File: config.mk
export PLATFORM = sky130hd
export DESIGN_NAME = get_cert_request_gen
export DESIGN_NICKNAME = d
export VERILOG_FILES = /design/src/rtl/get_cert_request_gen_pkg.sv /design/src/rtl/get_cert_request_gen_len_table.sv /design/src/rtl/get_cert_request_gen.sv
export SDC_FILE = /design/constraint.sdc
export NUM_CORES = 1
export LEC_CHECK = 0
export ABC_CLOCK_PERIOD_IN_PS = 5400
export CORE_MARGIN = 4
export CORE_UTILIZATION = 55
export CTS_BUF_LIST = sky130_fd_sc_hd__clkbuf_8
export CTS_CLUSTER_SIZE = 10
export DETAILED_ROUTE_END_ITERATION = 10
export DONT_BUFFER_PORTS = 1
export PLACE_DENSITY = 0.82
export SYNTH_ARGS = -nofsm -noshare
export SYNTH_HDL_FRONTEND = slang
export SYNTH_SLANG_ARGS = --single-unit
File: constraint.sdc
create_clock -name clk -period 5.4 [get_ports clk]
set_input_delay 1.62 -clock clk [delete_from_list [all_inputs] [get_ports clk]]
set_output_delay 1.62 -clock clk [all_outputs]
set_load 0.05 [all_outputs]
File: src/rtl/get_cert_request_gen_pkg.sv
// Shared types and constants for the GET_CERTIFICATE request sequencer:
// message type, error codes, FSM states and the request header layout.
package get_cert_request_gen_pkg;

    localparam logic [7:0] GET_CERT_TYPE = 8'h81;

    typedef enum logic [1:0] {
        ERR_NONE  = 2'd0,
        ERR_EMPTY = 2'd1,
        ERR_RSP   = 2'd2,
        ERR_OVF   = 2'd3
    } err_code_e;

    typedef enum logic [2:0] {
        S_IDLE,
        S_LOAD,
        S_ISSUE,
        S_WAIT_RSP,
        S_NEXT,
        S_DONE,
        S_ERR
    } state_e;

    // Header byte order, MSB first: version, message type, slot, reserved.
    function automatic logic [31:0] make_header(input logic [7:0] ver, input logic [7:0] slot);
        return {ver, GET_CERT_TYPE, slot, 8'h00};
    endfunction

endpackage

File: src/rtl/get_cert_request_gen_len_table.sv
// Per-slot certificate length table plus per-slot certificate count.
// One write port per table, one shared combinational read port.
module get_cert_request_gen_len_table
    import get_cert_request_gen_pkg::*;
#(
    parameter  int NUM_SLOTS = 4,
    parameter  int MAX_CERTS = 8,
    parameter  int LEN_W     = 16,
    localparam int SLOT_W    = $clog2(NUM_SLOTS),
    localparam int IDX_W     = $clog2(MAX_CERTS),
    localparam int CNT_W     = $clog2(MAX_CERTS + 1)
)(
    input  logic              clk,
    input  logic              reset,
    input  logic              len_we,
    input  logic              cnt_we,
    input  logic [SLOT_W-1:0] wr_slot,
    input  logic [IDX_W-1:0]  wr_idx,
    input  logic [LEN_W-1:0]  wr_len,
    input  logic [CNT_W-1:0]  wr_cnt,
    input  logic [SLOT_W-1:0] rd_slot,
    input  logic [IDX_W-1:0]  rd_idx,
    output logic [LEN_W-1:0]  rd_len,
    output logic [CNT_W-1:0]  rd_cnt
);

    logic [LEN_W-1:0] len_mem [NUM_SLOTS][MAX_CERTS];
    logic [CNT_W-1:0] cnt_mem [NUM_SLOTS];

    // NOTE: the table is reset on purpose: an unconfigured slot must read as empty (count 0).
    always_ff @(posedge clk) begin
        if (reset) begin
            for (int s = 0; s < NUM_SLOTS; s++) begin
                cnt_mem[s] <= '0;
                for (int c = 0; c < MAX_CERTS; c++) begin
                    len_mem[s][c] <= '0;
                end
            end
        end else begin
            if (len_we) len_mem[wr_slot][wr_idx] <= wr_len;
            if (cnt_we) cnt_mem[wr_slot] <= wr_cnt;
        end
    end

    assign rd_len = len_mem[rd_slot][rd_idx];
    assign rd_cnt = cnt_mem[rd_slot];

endmodule

File: src/rtl/get_cert_request_gen.sv
// GET_CERTIFICATE request sequencer: walks every certificate of a slot in MAX_CHUNK pieces.
// Optional macro GETCERT_RETRY_EN re-issues a rejected request up to MAX_RETRY times.
module get_cert_request_gen
    import get_cert_request_gen_pkg::*;
#(
    parameter  int         NUM_SLOTS = 4,
    parameter  int         MAX_CERTS = 8,
    parameter  int         LEN_W     = 16,
    parameter  int         OFFSET_W  = 16,
    parameter  int         MAX_CHUNK = 512,
    parameter  logic [7:0] PROTO_VER = 8'h01,
`ifdef GETCERT_RETRY_EN
    parameter  int         MAX_RETRY = 2,
`endif
    localparam int         SLOT_W    = $clog2(NUM_SLOTS),
    localparam int         IDX_W     = $clog2(MAX_CERTS),
    localparam int         CNT_W     = $clog2(MAX_CERTS + 1)
)(
    input  logic                clk,
    input  logic                reset,
    input  logic                cfg_len_we,
    input  logic                cfg_cnt_we,
    input  logic [SLOT_W-1:0]   cfg_slot,
    input  logic [IDX_W-1:0]    cfg_idx,
    input  logic [LEN_W-1:0]    cfg_len,
    input  logic [CNT_W-1:0]    cfg_cnt,
    input  logic                start,
    input  logic [SLOT_W-1:0]   start_slot,
    output logic                req_valid,
    input  logic                req_ready,
    output logic [31:0]         req_header,
    output logic [OFFSET_W-1:0] req_offset,
    output logic [LEN_W-1:0]    req_length,
    input  logic                rsp_valid,
    input  logic                rsp_ok,
    output logic [CNT_W-1:0]    expected_certificates,
    output logic [CNT_W-1:0]    cert_index,
    output logic                busy,
    output logic                done,
    output logic                error,
    output logic [1:0]          err_code
);

    localparam logic [LEN_W-1:0] CHUNK = LEN_W'(MAX_CHUNK);

    state_e              state;
    logic [SLOT_W-1:0]   slot_r;
    logic [OFFSET_W-1:0] offset_r;
    logic [LEN_W-1:0]    remaining_r;

    logic                idle, idx_ok, len_we, cnt_we, launch, ovf;
    logic [IDX_W-1:0]    rd_idx;
    logic [LEN_W-1:0]    rd_len;
    logic [CNT_W-1:0]    rd_cnt;
    logic [OFFSET_W-1:0] cand_off;
    logic [LEN_W-1:0]    cand_rem, chunk;
    logic [OFFSET_W:0]   end_sum;

    if (MAX_CERTS == (1 << IDX_W)) begin : g_idx_full
        assign idx_ok = 1'b1;
    end else begin : g_idx_part
        assign idx_ok = (cfg_idx < IDX_W'(MAX_CERTS));
    end

    assign idle   = (state == S_IDLE);
    assign len_we = cfg_len_we && idle && idx_ok;
    assign cnt_we = cfg_cnt_we && idle && (cfg_cnt <= CNT_W'(MAX_CERTS));
    assign rd_idx = (state == S_NEXT) ? IDX_W'(cert_index + CNT_W'(1)) : '0;

    get_cert_request_gen_len_table #(
        .NUM_SLOTS (NUM_SLOTS),
        .MAX_CERTS (MAX_CERTS),
        .LEN_W     (LEN_W)
    ) u_len_table (
        .clk     (clk),
        .reset   (reset),
        .len_we  (len_we),
        .cnt_we  (cnt_we),
        .wr_slot (cfg_slot),
        .wr_idx  (cfg_idx),
        .wr_len  (cfg_len),
        .wr_cnt  (cfg_cnt),
        .rd_slot (slot_r),
        .rd_idx  (rd_idx),
        .rd_len  (rd_len),
        .rd_cnt  (rd_cnt)
    );

    // LOAD starts the first chunk straight from the table so req_valid rises 2 cycles after start.
    // NOTE: every always_comb variable gets a default first, so no path can infer a latch.
    always_comb begin
        cand_off = offset_r;
        cand_rem = remaining_r;
        if (state == S_LOAD) begin
            cand_off = '0;
            cand_rem = rd_len;
        end
        chunk   = (cand_rem > CHUNK) ? CHUNK : cand_rem;
        end_sum = {1'b0, cand_off} + (OFFSET_W + 1)'(chunk);
    end

    assign ovf    = end_sum[OFFSET_W];
    assign launch = ((state == S_LOAD) && (rd_cnt != '0) && (rd_len != '0)) ||
                    ((state == S_NEXT) && (remaining_r != '0));

`ifdef GETCERT_RETRY_EN
    localparam int RETRY_W = (MAX_RETRY > 0) ? $clog2(MAX_RETRY + 1) : 1;
    logic [RETRY_W-1:0] retry_cnt;
`endif

    // NOTE: clocked state uses non-blocking assignments only; later assignments in the block win.
    always_ff @(posedge clk) begin
        if (reset) begin
            state                 <= S_IDLE;
            slot_r                <= '0;
            offset_r              <= '0;
            remaining_r           <= '0;
            req_valid             <= 1'b0;
            req_header            <= '0;
            req_offset            <= '0;
            req_length            <= '0;
            expected_certificates <= '0;
            cert_index            <= '0;
            busy                  <= 1'b0;
            done                  <= 1'b0;
            error                 <= 1'b0;
            err_code              <= ERR_NONE;
`ifdef GETCERT_RETRY_EN
            retry_cnt             <= '0;
`endif
        end else begin
            done  <= 1'b0;
            error <= 1'b0;
            case (state)
                S_IDLE: if (start) begin
                    slot_r <= start_slot;
                    busy   <= 1'b1;
                    state  <= S_LOAD;
                end
                S_LOAD: begin
                    expected_certificates <= rd_cnt;
                    cert_index            <= '0;
                    offset_r              <= '0;
                    remaining_r           <= rd_len;
                    err_code              <= ERR_NONE;
                    if (rd_cnt == '0) begin
                        error    <= 1'b1;
                        err_code <= ERR_EMPTY;
                        state    <= S_ERR;
                    end else if (rd_len == '0) begin
                        state <= S_NEXT;
                    end
                end
                S_ISSUE: if (req_ready) begin
                    req_valid <= 1'b0;
                    state     <= S_WAIT_RSP;
                end
                S_WAIT_RSP: if (rsp_valid) begin
                    if (rsp_ok) begin
                        state <= S_NEXT;
`ifdef GETCERT_RETRY_EN
                    end else if (retry_cnt < RETRY_W'(MAX_RETRY)) begin
                        retry_cnt <= retry_cnt + 1'b1;
                        req_valid <= 1'b1;
                        state     <= S_ISSUE;
`endif
                    end else begin
                        error    <= 1'b1;
                        err_code <= ERR_RSP;
                        state    <= S_ERR;
                    end
                end
                S_NEXT: if (remaining_r == '0) begin
                    if (cert_index + CNT_W'(1) >= expected_certificates) begin
                        done  <= 1'b1;
                        state <= S_DONE;
                    end else begin
                        cert_index  <= cert_index + CNT_W'(1);
                        remaining_r <= rd_len;
                    end
                end
                S_DONE, S_ERR: begin
                    busy  <= 1'b0;
                    state <= S_IDLE;
                end
                default: state <= S_IDLE;
            endcase

            // New chunk: offset/remaining advance once here, so a retry reusing req_* never double-counts.
            if (launch) begin
                if (ovf) begin
                    error    <= 1'b1;
                    err_code <= ERR_OVF;
                    state    <= S_ERR;
                end else begin
                    req_valid   <= 1'b1;
                    req_header  <= make_header(PROTO_VER, 8'(slot_r));
                    req_offset  <= cand_off;
                    req_length  <= chunk;
                    offset_r    <= end_sum[OFFSET_W-1:0];
                    remaining_r <= cand_rem - chunk;
                    state       <= S_ISSUE;
`ifdef GETCERT_RETRY_EN
                    retry_cnt   <= '0;
`endif
                end
            end
        end
    end

endmodule

# Word-level counts from Yosys, hierarchy flattened
# Memory sizes are Yosys's and may differ from the RTL's. A register that Yosys moved wholly into a read port is not among the register bits.
# Cells that the tools add are included.
# totals
regBits	86
mem_bits_rw	528
inputBits	35
out_inout_bits	78
wordCells	138
memories	2
# memory_table
memory	words	word_bits	rd	rd_ports_with_merged_regs	write_ports	line_no	rtl
u_len_table.len_mem	4	128	1	1	4	get_cert_request_gen_len_table.sv:27	logic [LEN_W-1:0] len_mem [NUM_SLOTS][MAX_CERTS];
u_len_table.cnt_mem	4	4	1	1	4	get_cert_request_gen_len_table.sv:28	logic [CNT_W-1:0] cnt_mem [NUM_SLOTS];
# op_classes
add_sub_neg	3
n_lt_le_gt_ge	6
n_eq_ne	15
mux	67
bitwise	5
n_reduce_logical	26
# ops
operator	count
two-way mux 128 bit	3
two-way mux 16 bit	12
OR reduction 128 bit	1
binary-select mux 16 bit (select 3 bit)	1
demux 16 bit (select 3 bit)	1
zero test 16 bit	2
one-hot mux 16 bit (2 select lines)	1
nonzero test 16 bit	2
two-way mux 3 bit	10
two-way mux 2 bit	11
two-way mux 1 bit	20
adder 16 x 16 -> 17 bit	1
greater-than comparator 16 x 10 -> 1 bit (second input constant)	1
subtractor 16 bit	1
one-hot mux 3 bit (5 select lines)	1
two-way mux 4 bit	3
== test 3 bit (second input constant)	3
inequality test 3 x 2 -> 1 bit (second input constant)	3
greater-or-equal comparator 4 bit (second input constant)	2
inverter 3 -> 4 bit	2
one-hot mux 4 bit (2 select lines)	1
logical AND 1 bit	7
== test 3 x 2 -> 1 bit (second input constant)	2
inequality test 3 bit (second input constant)	2
other kinds (22)	29

# Depth between registers and ports, before layout
# depth
ltp_word	12
mapped_depth	25
ltp_nobuf	18

# By module
# A second synthesis with hierarchy kept.
# hier_totals
hier_cells	2460
area_unflattened_um2	29987.5
# modules_own_cells
module	instances	cells_each	area_per_inst_um2	seq_area_each_um2
get_cert_request_gen_len_table	1	1809	24981.5	15855.2
get_cert_request_gen	1	651	5006.1	1721.7

# Least setup slack after synthesis
# OpenSTA, ideal clock, no wires.
# synth_timing
kind	register to register
startpoint	register cert_index[0]
endpoint	register remaining_r[3]
setup_ns	0.071
t_arrival_ns	5.744
required_ns	5.329
setup_slack_ns	-0.415
path_stages_with_launch	20
path_buffers	3
synth_period_minus_slack_ns	5.815
path_cell_list	dfxtp_1 ha_1 nor4bb_1 buf_2 buf_1 mux2_2 o21a_1 o2111a_1 a31oi_1 or2_0 clkbuf_1 nor2_1 ha_1 or3_1 o211ai_1 a31oi_1 a2111oi_1 nand2_4 or3b_2 a21oi_1
# synth_between
elab_chain_cells	12
word_cells_on_any_way	20
cone_classes	add/sub (3); order compare (2); mux (11); bitwise (1); reduce/logical (3)
# synth_rtl
item	line_no	rtl
from (decl)	get_cert_request_gen.sv:37	output logic [CNT_W-1:0] cert_index,
from (signal assigned)	get_cert_request_gen.sv:178	cert_index <= cert_index + CNT_W'(1);
adder 4 x 1 -> 4 bit *	get_cert_request_gen.sv:174	if (cert_index + CNT_W'(1) >= expected_certificates) begin
two-way mux 3 bit *	get_cert_request_gen.sv:68	assign rd_idx = (state == S_NEXT) ? IDX_W'(cert_index + CNT_W'(1)) : '0;
inverter 3 -> 4 bit (not written as such) *	get_cert_request_gen_len_table.sv:45	assign rd_len = len_mem[rd_slot][rd_idx];
binary-select mux 16 bit (select 3 bit) *	get_cert_request_gen_len_table.sv:45	
two-way mux 16 bit (not written as such) * (2 in a row)	get_cert_request_gen_len_table.sv:45	
two-way mux 16 bit *	get_cert_request_gen.sv:94	if (state == S_LOAD) begin
greater-than comparator 16 x 10 -> 1 bit	get_cert_request_gen.sv:98	chunk = (cand_rem > CHUNK) ? CHUNK : cand_rem;
two-way mux 16 bit *	get_cert_request_gen.sv:98	
via chunk[7]	get_cert_request_gen.sv:56	logic [LEN_W-1:0] cand_rem, chunk;
adder 16 x 16 -> 17 bit *	get_cert_request_gen.sv:99	end_sum = {1'b0, cand_off} + (OFFSET_W + 1)'(chunk);
two-way mux 16 bit *	get_cert_request_gen.sv:191	if (ovf) begin
two-way mux 16 bit *	get_cert_request_gen.sv:190	if (launch) begin
to (signal assigned)	get_cert_request_gen.sv:144	remaining_r <= rd_len;
to (signal assigned)	get_cert_request_gen.sv:179	remaining_r <= rd_len;
to (signal assigned)	get_cert_request_gen.sv:201	remaining_r <= cand_rem - chunk;
to (decl)	get_cert_request_gen.sv:49	logic [LEN_W-1:0] remaining_r;
# The timed path passes the listed nets; every way through them passes the cells marked *. The select of a mux whose other input is x is not followed.
# A chain may end at the register's enable or synchronous reset.

# Final worst setup path
# layout_timing
startpoint	register state[1]
endpoint	register req_length[7]
# layout_between
elab_chain_cells	12
word_cells_on_any_way	19
cone_classes	add/sub (1); order compare (1); eq/ne (2); mux (7); bitwise (2); reduce/logical (6)
# layout_rtl
item	line_no	rtl
from (decl)	get_cert_request_gen.sv:46	state_e state;
from (signal assigned)	get_cert_request_gen.sv:114	state <= S_IDLE;
from (signal assigned)	get_cert_request_gen.sv:138	state <= S_LOAD;
from (signal assigned)	get_cert_request_gen.sv:149	state <= S_ERR;
== test 3 bit	get_cert_request_gen.sv:68	
two-way mux 3 bit	get_cert_request_gen.sv:68	
inverter 3 -> 4 bit (not written as such)	get_cert_request_gen_len_table.sv:45	
binary-select mux 16 bit (select 3 bit)	get_cert_request_gen_len_table.sv:45	
two-way mux 16 bit (not written as such) (2 in a row)	get_cert_request_gen_len_table.sv:45	
two-way mux 16 bit *	get_cert_request_gen.sv:94	
greater-than comparator 16 x 10 -> 1 bit	get_cert_request_gen.sv:98	
two-way mux 16 bit *	get_cert_request_gen.sv:98	
via chunk[7]	get_cert_request_gen.sv:56	
adder 16 x 16 -> 17 bit	get_cert_request_gen.sv:99	
inverter 1 bit (no source line)	n/a	
AND reduction 2 bit (no source line)	n/a	
to (signal assigned)	get_cert_request_gen.sv:199	req_length <= chunk;
to (decl)	get_cert_request_gen.sv:33	output logic [LEN_W-1:0] req_length,
# Marked as above.

==> impl_metrics.tcl <==
set metrics [dict create \
    status "complete, no violations" \
    peakVddDrop_v 0.0002334 \
    startpoint "state[1]$_SDFFE_PP0P_" \
    rows 84 \
    maxCapViolCount 0 \
    synth_top_area_share_pct 53.60 \
    synthDistinctLibCells 75 \
    p_int_mw 8.853 \
    cts_tree "yes" \
    power.density_nw_per_um2 396.4 \
    clk_pin_slew_ns 0.06 \
    overflow 0 \
    ys_seq_area_share_pct 59.55 \
    clk_path_buf_depth 3 \
    fin_nets 2343 \
    initial_utilization_pct 55.96 \
    chipWidth_um 239.9 \
    htreeDepth 3 \
    avgViaCountPerCell 5.967 \
    fmax_ghz 0.1895 \
    synth_ff_type "edfxtp_1" \
    core_sq_um 52870 \
    worst_ep_arrival_time_ns 5.87 \
    reg2reg_from "state[1]$_SDFFE_PP0P_" \
    max-slew-margin-rel_pct 25.82 \
    fin_skew_ns 0.04559 \
    die-height_um 239.9 \
    netlist_instances 2200 \
    finalSetupViolCount 0 \
    critPathMaxFanout 7 \
    die_area_sq_um 57560 \
    cp-end-kind "flop" \
    final-seq-area_sq_um 17630 \
    wirelength_mm 74.04 \
    p_leak_nw 12.49 \
    async_reset_ff_share_pct 0 \
    r2r_setup_slack_ns 0.12 \
    clk_latency_ns 0.70 \
    ctsHoldBuffers 0 \
    drv_slew 0 \
    clkPwrFrac_pct 28.0 \
    drc 0 \
    gp_congestion 0.9380 \
    antenna_found_initial 0 \
    yosys.area.top_type "edfxtp_1" \
    sw_frac_of_total_pct 31.91 \
    multi_input_area_sq_um 11190 \
    syn2layout_area_growth_pct 10.90 \
    ant_nets 0 \
    dr.pass1.iters 5 \
    wire_per_inst_um 24.31 \
    p_comb_share_pct 28.1 \
    grtUsageTotal_pct 25.40 \
    r2r_end "req_length[7]$_SDFFE_PP0P_" \
    r2r_cells 22 \
    dp_hpwl_mm 47.06 \
    grt_pass1_vias 18420 \
    grt_pass1_wl_mm 110.8 \
    synth_edf_count 528 \
    drive_gt1_share_pct 20.91 \
    worst_pin_slew_ns 1.111 \
    syn_area_per_cell_sq_um 13.45 \
    port_buffers 0 \
    synth_seq_cells 616 \
    clock-sinks 616 \
    min_path_type "flop to flop" \
    finalCritPeriodShare_pct 97.72 \
    path_class "flop to flop" \
    clockRootBuffer "clkbuf_8" \
    fin_setup_tns_ns 0 \
    nFillCells 3837 \
    cts_buffers 96 \
    period_minus_slack_ns 5.277 \
    finalHoldViolCount 0 \
    io_pins 113 \
    crit_path_end "req_length[7]$_SDFFE_PP0P_" \
    grt_max_degree 122 \
    num_vias 18180 \
    cp_data_required_time_ns 6.00 \
    finalPower_mw 13.00 \
    yosysWarnings 0 \
    drt_iter0_drc 1942 \
    num_antenna_cells 0 \
    synthTopCellsByArea "edfxtp_1, and2_1, mux4_2" \
    switching_power_mw 4.150 \
    seqPwrFrac_pct 43.9 \
    cp-start-kind "flop" \
    netlist_area_sq_um 29580 \
]
## worst min-delay path by stage
stage	startpoint	end	slack, ns	depth (start not counted)
after CTS	req_header[16]$_SDFFE_PP0P_	req_header[16]$_SDFFE_PP0P_	0.48	2
after global routing	offset_r[15]$_SDFF_PP0_	offset_r[15]$_SDFF_PP0_	0.51	2
after detailed placement	req_header[16]$_SDFFE_PP0P_	req_header[16]$_SDFFE_PP0P_	0.47	2
final	req_header[16]$_SDFFE_PP0P_	req_header[16]$_SDFFE_PP0P_	0.48	2
after floorplan	slot_r[0]$_SDFFE_PP0P_	flop	0.45	2
after global placement	slot_r[1]$_SDFFE_PP0P_	flop	0.45	2
## cells in the mapped netlist (all sizes together), types with 18 or more instances
master    n
a21oi    65
and2    538
buf      81
clkbuf  113
dfxtp    88
edfxtp  528
ha       22
inv      18
mux2i   117
mux4    132
nand2    97
nor2    137
nor3     24
o21ai    22
or2      39
## power groups by stage
stage | Combinational, mW | Sequential [mW] | Clock [mW]
6_report | 3.65 | 5.71 | 3.64
5_1_grt | 3.89 | 5.72 | 3.92
4_1_cts | 3.41 | 5.69 | 3.68
3_5_place_dp | 3.38 | 5.79 | 0
3_3_place_gp | 3.37 | 5.77 | 0
2_1_floorplan | 2.37 | 5.73 | 0
## through the flow
stage | setup WS, ns | area (sq um) | util, % | cells | hold slack, ns
2_1_floorplan | 0.04720 | 29710 | - | 2232 | 0.4498
3_3_place_gp | 0.1248 | 30610 | 57.90 | 2843 | 0.4489
3_5_place_dp | -0.02787 | 30610 | 57.90 | 2843 | 0.4663
4_1_cts | 0.01302 | 32380 | 61.25 | 3014 | 0.4799
5_1_grt | -0.005737 | 32810 | 62.05 | 3046 | 0.5149
6_report | 0.1229 | 32810 | 62.05 | 3046 | 0.4766
## per-layer routing
layer	wire (um)	up-vias	GRT usage, %
met5	0	-	0
met4	2132	0	8.430
met3	7508	151	6.997
met2	35650	905	41.09
met1	28760	9061	33.78
li1	-	8060	-
## sequential cells by signal (all words and copies together), names as in the netlist, 2 cells and up, named ones only
name / cells
u_len_table.cnt_mem: 16
expected_certificates: 4
req_offset: 16
req_length: 16
offset_r: 16
remaining_r: 16
err_code: 2
req_header: 3
u_len_table.len_mem: 512
slot_r: 2
cert_index: 4
state: 3
## area by class of cell
| class | instances | area share (%) |
|---|---|---|
| repair buffers | 148 | 3.932 |
| well taps | 688 | 2.624 |
| clock buffers | 101 | 4.237 |
| multi-input cells | 1403 | 34.12 |
| inverters | 20 | 0.2288 |
| clock inverters | 70 | 1.118 |
| flip-flops and latches | 616 | 53.74 |
## critical path, cell delays in order (launching register included)
cell and delay [ns]:
dfxtp_1 0.36, or4b_4 0.65, buf_4 0.20, mux2i_1 0.12, mux2_2 0.33, nor4b_2 0.17
buf_4 0.15, o2111a_2 0.27, a31oi_4 0.23, buf_4 0.17, or2_4 0.13, nor2_2 0.05
ha_2 0.21, or3_1 0.40, o211ai_1 0.26, a31oi_2 0.16, buf_4 0.16, a2111oi_2 0.28
buf_4 0.18, nand2_4 0.07, buf_4 0.17, or3_1 0.30, a21oi_1 0.14
## cell usage in the layout, fill, tap and decap left out, types with 7 or more instances in the layout
| master | count |
|---|---|
| inv_1 | 53 |
| mux4_2 | 132 |
| xnor2_1 | 13 |
| clkinv_2 | 11 |
| conb_1 | 34 |
| nand3_1 | 11 |
| clkinv_1 | 18 |
| o21ai_0 | 19 |
| or2_2 | 36 |
| clkbuf_8 | 101 |
| a21oi_1 | 64 |
| ha_1 | 19 |
| nor3_1 | 22 |
| mux2_2 | 9 |
| dfxtp_1 | 83 |
| o21bai_1 | 7 |
| and2_1 | 538 |
| nand2b_1 | 10 |
| buf_4 | 133 |
| nor2_1 | 130 |
| buf_12 | 9 |
| nand2_1 | 96 |
| edfxtp_1 | 528 |
| a211oi_1 | 11 |
| mux2i_1 | 110 |
| a21o_1 | 7 |
| or3_1 | 7 |
## kinds of logic after synthesis
group | count (synthesis) | share of synthesized area (%)
xor+xnor | 18 | 0.5329
compound gates | 165 | 3.654
buf+inv | 214 | 3.629
mux | 259 | 14.39
fa+ha+maj | 23 | 0.9982
other cells | 2 | 0.02539
flops | 616 | 59.55
simple gates | 903 | 17.22
## repair_timing
item,in CTS,in global routing
setup buffers,0,29
cloned,0,3
pin swaps,0,10
setup endpoints to repair,39,67
gates resized for setup,3,34
No activity file was read; power rests on OpenSTA's default activity.
